File: src/rtl/opamp_mux_sequencer.sv
`default_nettype none
// +--------------------------------------------------------------------------+
// | opamp_mux_sequencer                                                      |
// | Round-robin sequencer sharing one buffer op-amp and ADC among NREQ mux   |
// | channels: settle, convert, return the result with a one-cycle ACK.       |
// | Optional: TUB_ADC_TIMEOUT_EN adds a TMO-cycle ADC timeout with ERR.      |
// | Revision: 1.0                                                            |
// +--------------------------------------------------------------------------+
module opamp_mux_sequencer #(
  parameter  int SW     = 2,
  parameter  int SETTLE = 16,
  parameter  int DW     = 12,
  parameter  int TMO    = 200,
  localparam int NREQ   = 2**SW
) (
  input  logic            CLK,
  input  logic            RESET_N,
  input  logic [NREQ-1:0] REQ,
  output logic [NREQ-1:0] ACK,
  output logic [DW-1:0]   DATA,
  output logic [SW-1:0]   MUX_SEL,
  output logic            MUX_EN,
  output logic            ADC_START,
  input  logic            ADC_DONE,
  input  logic [DW-1:0]   ADC_DATA,
  output logic            BUSY,
  output logic            ERR
);

  typedef enum logic [1:0] {
    ST_IDLE    = 2'd0,
    ST_SETTLE  = 2'd1,
    ST_CONVERT = 2'd2,
    ST_DONE    = 2'd3
  } state_t;

  localparam logic [7:0] c_SETTLE_LD = 8'(SETTLE - 1);

  if (SETTLE < 1 || SETTLE > 255 || TMO < 1 || TMO > 65535) begin : g_bad_param
    $error("opamp_mux_sequencer: SETTLE or TMO outside legal range");
  end

  state_t          r_state;
  logic [NREQ-1:0] r_pend;
  logic [SW-1:0]   r_ptr;
  logic [7:0]      r_cnt;
  logic [NREQ-1:0] r_ack;
  logic [DW-1:0]   r_data;
  logic [SW-1:0]   r_mux_sel;
  logic            r_mux_en;
  logic            r_adc_start;
  logic            r_busy;

  logic            w_gnt_vld;
  logic [SW-1:0]   w_gnt_idx;
  logic            w_gnt;
  logic [NREQ-1:0] w_gnt_mask;
  logic [NREQ-1:0] w_ack_hot;
  logic            w_done_ok;

`ifdef TUB_ADC_TIMEOUT_EN
  localparam logic [15:0] c_TMO = 16'(TMO);
  logic [15:0] r_tmo_cnt;
  logic        r_err;
  assign ERR = r_err;
`else
  assign ERR = 1'b0;
`endif

  // Scan downward so the candidate closest above the pointer is the last to win.
  always_comb begin
    w_gnt_vld = 1'b0;
    w_gnt_idx = r_ptr;
    for (int k = NREQ - 1; k >= 0; k--) begin
      if (r_pend[r_ptr + SW'(k)]) begin
        w_gnt_vld = 1'b1;
        w_gnt_idx = r_ptr + SW'(k);
      end
    end
  end

  assign w_gnt      = (r_state == ST_IDLE) && w_gnt_vld;
  assign w_gnt_mask = w_gnt ? (NREQ'(1) << w_gnt_idx) : '0;
  assign w_ack_hot  = NREQ'(1) << r_mux_sel;
  // A DONE coincident with our own START belongs to no conversion of ours.
  assign w_done_ok  = ADC_DONE && !r_adc_start;

  always_ff @(posedge CLK or negedge RESET_N) begin
    if (!RESET_N) begin
      r_state     <= ST_IDLE;
      r_pend      <= '0;
      r_ptr       <= '0;
      r_cnt       <= '0;
      r_ack       <= '0;
      r_data      <= '0;
      r_mux_sel   <= '0;
      r_mux_en    <= 1'b0;
      r_adc_start <= 1'b0;
      r_busy      <= 1'b0;
`ifdef TUB_ADC_TIMEOUT_EN
      r_tmo_cnt   <= '0;
      r_err       <= 1'b0;
`endif
    end else begin
      r_pend      <= (r_pend & ~w_gnt_mask) | REQ;
      r_ack       <= '0;
      r_adc_start <= 1'b0;
`ifdef TUB_ADC_TIMEOUT_EN
      r_err       <= 1'b0;
`endif
      case (r_state)
        ST_IDLE: begin
          if (w_gnt) begin
            r_mux_sel <= w_gnt_idx;
            r_mux_en  <= 1'b1;
            r_cnt     <= c_SETTLE_LD;
            r_busy    <= 1'b1;
            r_ptr     <= w_gnt_idx + SW'(1);
            r_state   <= ST_SETTLE;
          end
        end
        ST_SETTLE: begin
          if (r_cnt == 8'd0) begin
            r_adc_start <= 1'b1;
            r_state     <= ST_CONVERT;
`ifdef TUB_ADC_TIMEOUT_EN
            r_tmo_cnt   <= '0;
`endif
          end else begin
            r_cnt <= r_cnt - 8'd1;
          end
        end
        ST_CONVERT: begin
          if (w_done_ok) begin
            r_data   <= ADC_DATA;
            r_ack    <= w_ack_hot;
            r_mux_en <= 1'b0;
            r_state  <= ST_DONE;
          end
`ifdef TUB_ADC_TIMEOUT_EN
          else if (r_tmo_cnt == c_TMO) begin
            r_data   <= '1;
            r_err    <= 1'b1;
            r_ack    <= w_ack_hot;
            r_mux_en <= 1'b0;
            r_state  <= ST_DONE;
          end else begin
            r_tmo_cnt <= r_tmo_cnt + 16'd1;
          end
`endif
        end
        ST_DONE: begin
          r_busy  <= 1'b0;
          r_state <= ST_IDLE;
        end
        default: r_state <= ST_IDLE;
      endcase
    end
  end

  assign ACK       = r_ack;
  assign DATA      = r_data;
  assign MUX_SEL   = r_mux_sel;
  assign MUX_EN    = r_mux_en;
  assign ADC_START = r_adc_start;
  assign BUSY      = r_busy;

endmodule
`default_nettype wire

File: config.mk
export PLATFORM = sky130hd
export DESIGN_NAME = opamp_mux_sequencer
export DESIGN_NICKNAME = d
export VERILOG_FILES = /design/src/rtl/opamp_mux_sequencer.sv
export SDC_FILE = /design/constraint.sdc
export NUM_CORES = 1
export LEC_CHECK = 0
export CORE_AREA = 2 2 68 70
export DETAILED_ROUTE_END_ITERATION = 8
export DIE_AREA = 0 0 70 72
export GPL_ROUTABILITY_DRIVEN = 0
export PLACE_DENSITY_LB_ADDON = 0.08
export RECOVER_POWER = 25
export SETUP_SLACK_MARGIN = 0.3
export SYNTH_ARGS = -nofsm -noshare
export SYNTH_HDL_FRONTEND = slang
export SYNTH_SLANG_ARGS = --single-unit
File: constraint.sdc
create_clock -name CLK -period 2.1 [get_ports CLK]
set_input_delay 0.63 -clock CLK [delete_from_list [all_inputs] [get_ports CLK]]
set_output_delay 0.63 -clock CLK [all_outputs]
set_load 0.01 [all_outputs]
==> Word level (Yosys, flattened, before mapping) <==
Index checks and enable logic that the tools add are counted.
{ "classes": {"n_lt_le_gt_ge": 4, "n_eq_ne": 7, "addsub": 5, "n_shift": 2, "n_bitwise": 3, "n_reduce_logical": 14, "n_div": 0, "multipliers": 0, "mux": 32} }
{ "op_table": {"columns": ["op", "n"], "rows": [
  ["$mux 8", 2],
  ["$pmux 8 s2", 1],
  ["$mux 2", 7],
  ["$lt 2x3->1 const B", 4],
  ["$mux 1", 12],
  ["$mux 4", 3],
  ["$reduce_and 3->1", 3],
  ["$bmux 1 s2", 4],
  ["$logic_not 8->1", 1],
  ["$ne 2x2->1 const B", 4],
  ["$pmux 2 s4", 1],
  ["$shl 1x2->4 const A", 2],
  ["$sub 8x1->8 const B", 1],
  ["$reduce_and 2->1", 3],
  ["$reduce_bool 2->1", 3],
  ["$add 2x1->2 const B", 2],
  ["$add 2x2->2 const B", 2],
  ["$and 4x4->4", 1],
  ["$eq 2x2->1 const B", 2],
  ["$not 4->4", 1],
  ["$or 4x4->4", 1],
  ["$pmux 1 s2", 2],
  ["$eq 2x1->1 const B", 1],
  ["$logic_and 1x1->1", 2],
  ["2 further kinds", 2]
]} }
{ "totals": {"memories": 0, "word_cells": 77, "register_bits": 37, "mem_bits_rw": 0, "rom_bits": 0, "latchBits": 0, "in_bits": 19} }

==> Logic depth before layout (Yosys ltp) <==
{ "logic_depth": {"depth_word": 12, "ltp_mapped": 8, "depth_no_buf": 7} }

==> Worst setup path before layout <==
Ideal clock, no wire load.
{ "synth_path": {"kind": "register -> register", "from": "register r_state[0]", "to": "register r_cnt[5]", "setup_slack_ns": 0.195, "t_arrival_ns": 1.828, "setup_time_ns": 0.078, "synth_period_minus_slack_ns": 1.905, "stages_incl_launch_ff": 9, "cell_sequence": "dfrtp_1 > inv_1 > ha_1 > buf_4 > nor2_1 > a311oi_2 > nand3_2 > or4_1 > a21oi_1"} }
{ "synth_via": {"elab_chain_cells": 4, "elab_cells_between_ends": 8, "cone_classes": "3 x eq/ne; 1 x mux; 4 x reduce/logical"} }
{ "synth_rtl": {"columns": ["element", "line_no", "text"], "rows": [
  ["from (decl)", "43", "state_t r_state;"],
  ["from (signal assigned)", "90", "r_state <= ST_IDLE;"],
  ["from (signal assigned)", "119", "r_state <= ST_SETTLE;"],
  ["from (signal assigned)", "125", "r_state <= ST_CONVERT;"],
  ["$logic_not 2->1", "82, 111", null],
  ["$logic_and 1x1->1", "82", "assign w_gnt = (r_state == ST_IDLE) && w_gnt_vld;"],
  ["$ne 2x2->1 (no source line)", null, null],
  ["$reduce_and 3->1 (no source line)", null, null],
  ["to (signal assigned)", "116", "r_cnt <= c_SETTLE_LD;"],
  ["to (signal assigned)", "130", "r_cnt <= r_cnt - 8'd1;"],
  ["to (decl)", "46", "logic [7:0] r_cnt;"]
]} }
Several ways; a longest one is shown, not always the timed one.
A chain may end at the register's enable or synchronous reset.

==> Final worst setup path <==
{ "layout_path": {"from": "register r_cnt[0]", "to": "register r_cnt[5]"} }
{ "layout_via": {"elab_chain_cells": 3, "elab_cells_between_ends": 6, "cone_classes": "1 x add/sub; 1 x eq/ne; 2 x mux; 2 x reduce/logical"} }
{ "layout_rtl": {"columns": ["element", "line_no"], "rows": [
  ["$sub 8x1->8 / $logic_not 8->1 (equally long branches)", "130, 123"],
  ["$mux 8 / $ne 2x2->1 (equally long branches)", null],
  ["$pmux 8 s2 / $reduce_and 3->1 (equally long branches)", null]
]} }
Several ways; a longest one is shown, not always the timed one. The select of a mux whose other input is x is not followed.

==> flow_metrics.tcl <==
set metrics [dict create \
    status "finished clean" \
    cts_sinks 37 \
    syn_inst 189 \
    synth_nets 215 \
    cts_root_buffer "clkbuf_8" \
    setup_ws_ns 0.2633 \
    arrival_ns 2.04 \
    die_y_um 72 \
    final_nets 279 \
    layout_min_cycle_time_ns 1.837 \
    design.die.area_mm2 0.005040 \
    worstReg2RegEnd "r_cnt[5]" \
    grt_overflow_total 0 \
    finClkSkew_ns 0.009233 \
    finalHoldViolations 0 \
    cp-end-kind "flip-flop" \
    power_w 0.003361 \
    cts-buffers-inserted 5 \
    synthArstFlopShare_pct 100.0 \
    hold_path_end "DATA[3]" \
    diodes 0 \
    dr.pass1.iters 4 \
    io_buffers 39 \
    timing.rr.start "r_cnt[0]" \
    path_max_fanout 5 \
    clock_latency_ns 0.29 \
    syn_to_final_growth_pct 40.22 \
    ys_ff_latch 37 \
    vdd_ir_drop_max_uv 709.5 \
    pre_cts_slack_ns 0.1432 \
    cts_tree "built" \
    pwr-share-clk_pct 14.5 \
    avgViaCountPerCell 5.141 \
    setup_tns_ns 0 \
    fmax_ghz 0.5445 \
    combPwrFrac_pct 50.7 \
    swShare_pct 39.84 \
    syn_area_mm2 0.001829 \
    path_class "flip-flop to flip-flop" \
    tightest_slew_ns 0.9224 \
    dominantRegCellSynth "dfrtp_1" \
    slew_headroom_pct 38.51 \
    cp-start-kind "flip-flop" \
    hold_class "flip-flop to flip-flop" \
    synth_edf_count 0 \
    setup_viol 0 \
    cp.required_ns 2.31 \
    hpwl_um 2863 \
    start_util_pct 42.90 \
    clkTransAtPathRegs_ns 0.08 \
    die_w_um 70 \
    avgSynthCellArea_um2 9.679 \
    maxCapViolations 0 \
    final_layout_size_suffix_gt1_share_pct 21.65 \
    fillers 394 \
    htreeDepth 2 \
    timing.final.crit_share_pct 87.46 \
    antenna_left 0 \
    reg2reg_slack_ns 0.26 \
    grt_pass1_wl_um 6789 \
    yosysWarnings 0 \
    drv_slew 0 \
    fp-row-count 24 \
    grt_max_degree 38 \
    min_path_cells 2 \
    track_usage_pct 16.89 \
    grt_pass1_vias 1492 \
    switchingPower_w 0.001339 \
    r2r_cells 7 \
    leakagePower_nw 1.276 \
    power_density_mw_per_mm2 1310 \
    via_count 1573 \
    place_inst 282 \
    p_seq_share_pct 34.8 \
    drcViolationCount 0 \
    intPower_w 0.002022 \
    routedWlPerCell_um 14.02 \
    hp-start "DATA[3]" \
    synth_cell_types 46 \
    core_mm2 0.004264 \
    routed_wl_um 4289 \
    yosysSeqAreaShare_pct 50.62 \
    final_cells 306 \
    antenna_found_initial 0 \
    clk_path_buf_depth 2 \
    rsz0062_at_grt "true" \
    ios 41 \
    first_iter_violations 51 \
]
==> repair_timing <==
action | 4_1_cts | 5_1_grt
setup endpoints to repair | 21 | 13
gates resized for setup | 21 | 14
cloned | 0 | 0
hold buffers | 0 | 0
buffers inserted | 5 | 11
pin swaps | 3 | 6
==> area by class of cell <==
cell class	count	area [um^2]	area share [%]
clock buffer	5	68.82	2.683
tap	52	65.06	2.537
timing repair buffer	62	545.5	21.27
sequential	37	930.9	36.29
inverter	10	37.54	1.463
multi-input combinational	137	899.6	35.07
clock inverter	3	17.52	0.6829
==> routing by layer <==
metal,part of all wire (%),vias to the layer above,track usage (%)
li1,-,767,-
met1,44,742,20.83
met2,49,57,29.74
met3,5.2,7,4.028
met4,0.96,0,4.915
met5,0,-,0
==> flip-flops by register name (all words and copies together), names as in the netlist <==
name       count
ACK            4
r_pend         4
MUX_EN         1
MUX_SEL        2
DATA          12
ADC_START      1
r_state        2
r_cnt          8
r_ptr          2
BUSY           1
==> cells in the mapped netlist (2+ instances only) <==
master,n,area [um^2]
a21o_1,5,37.54
a21oi_1,10,50.05
buf_4,2,15.01
clkbuf_1,3,11.26
dfrtp_1,37,925.9
ha_1,7,87.58
inv_1,10,37.54
nand2_1,47,176.4
nand2b_1,2,12.51
nand3_1,2,10.01
nand4_1,2,12.51
nor2_1,16,60.06
nor3_1,2,10.01
o21ai_0,7,35.03
o21ai_1,2,10.01
o31ai_1,2,15.01
xor2_1,4,35.03
==> through the flow <==
stage               hold slack (ns)  utilization [%]  cell area, um^2
detailed placement           0.4616            54.67             2331
global placement             0.4570            54.67             2331
global route                 0.4993            60.15             2565
finish                       0.4753            60.15             2565
floorplan                    0.3344                -             1849
CTS                          0.4764            57.37             2446
==> kinds of logic after synthesis <==
family          share of synthesized area (%)
xor+xnor                                1.915
buf+inv                                 3.488
simple gates                            23.19
flops                                   50.62
compound gates                          14.64
other cells                            0.2050
mux                                     1.163
fa+ha+maj                               4.788
==> worst max-delay path, cell delays in order, from the launching register on <==
cell and delay (ns):
dfrtp_1 0.42, inv_2 0.08, ha_4 0.16, and2b_4 0.17, a311oi_4 0.24, nand3_2 0.13
or4_1 0.43, a21oi_1 0.14
==> worst max path at each step <==
stage	end	slack, ns	from
6_report	r_cnt[5]	0.26	r_cnt[0]
5_1_grt	r_cnt[5]	0.15	r_cnt[0]
4_1_cts	r_cnt[5]	0.24	r_state[0]
3_5_place_dp	r_cnt[5]	0.14	r_cnt[1]
3_3_place_gp	r_cnt[5]	0.22	r_cnt[0]
2_1_floorplan	r_cnt[5]	0.26	r_cnt[0]
==> cell usage in the layout, fill, tap and decap left out, types with 2 or more instances in the layout <==
master / count
o31ai_1: 2
dfrtp_1: 33
inv_1: 7
clkdlybuf4s50_1: 17
clkinv_2: 2
ha_4: 3
nor3_1: 2
ha_1: 4
nand2b_1: 2
a21o_1: 5
dfrtp_2: 4
a21oi_1: 10
buf_4: 22
o21ai_0: 7
nand3_1: 2
inv_2: 3
nand4_1: 2
nor4_4: 2
nand2_1: 47
o21ai_1: 2
clkbuf_8: 5
dlymetal6s2s_1: 3
xor2_1: 4
dlygate4sd2_1: 18
nor2_1: 15
==> power groups by stage <==
stage / registers, W / clock network [W] / logic (W)
floorplan: 0.00124 / 0 / 0.000867
global placement: 0.00119 / 0 / 0.00145
detailed placement: 0.00121 / 0 / 0.00150
CTS: 0.00117 / 0.000504 / 0.00149
global route: 0.00121 / 0.000538 / 0.00191
finish: 0.00117 / 0.000487 / 0.00170
Note: power is estimated with default switching activity, not from simulation.
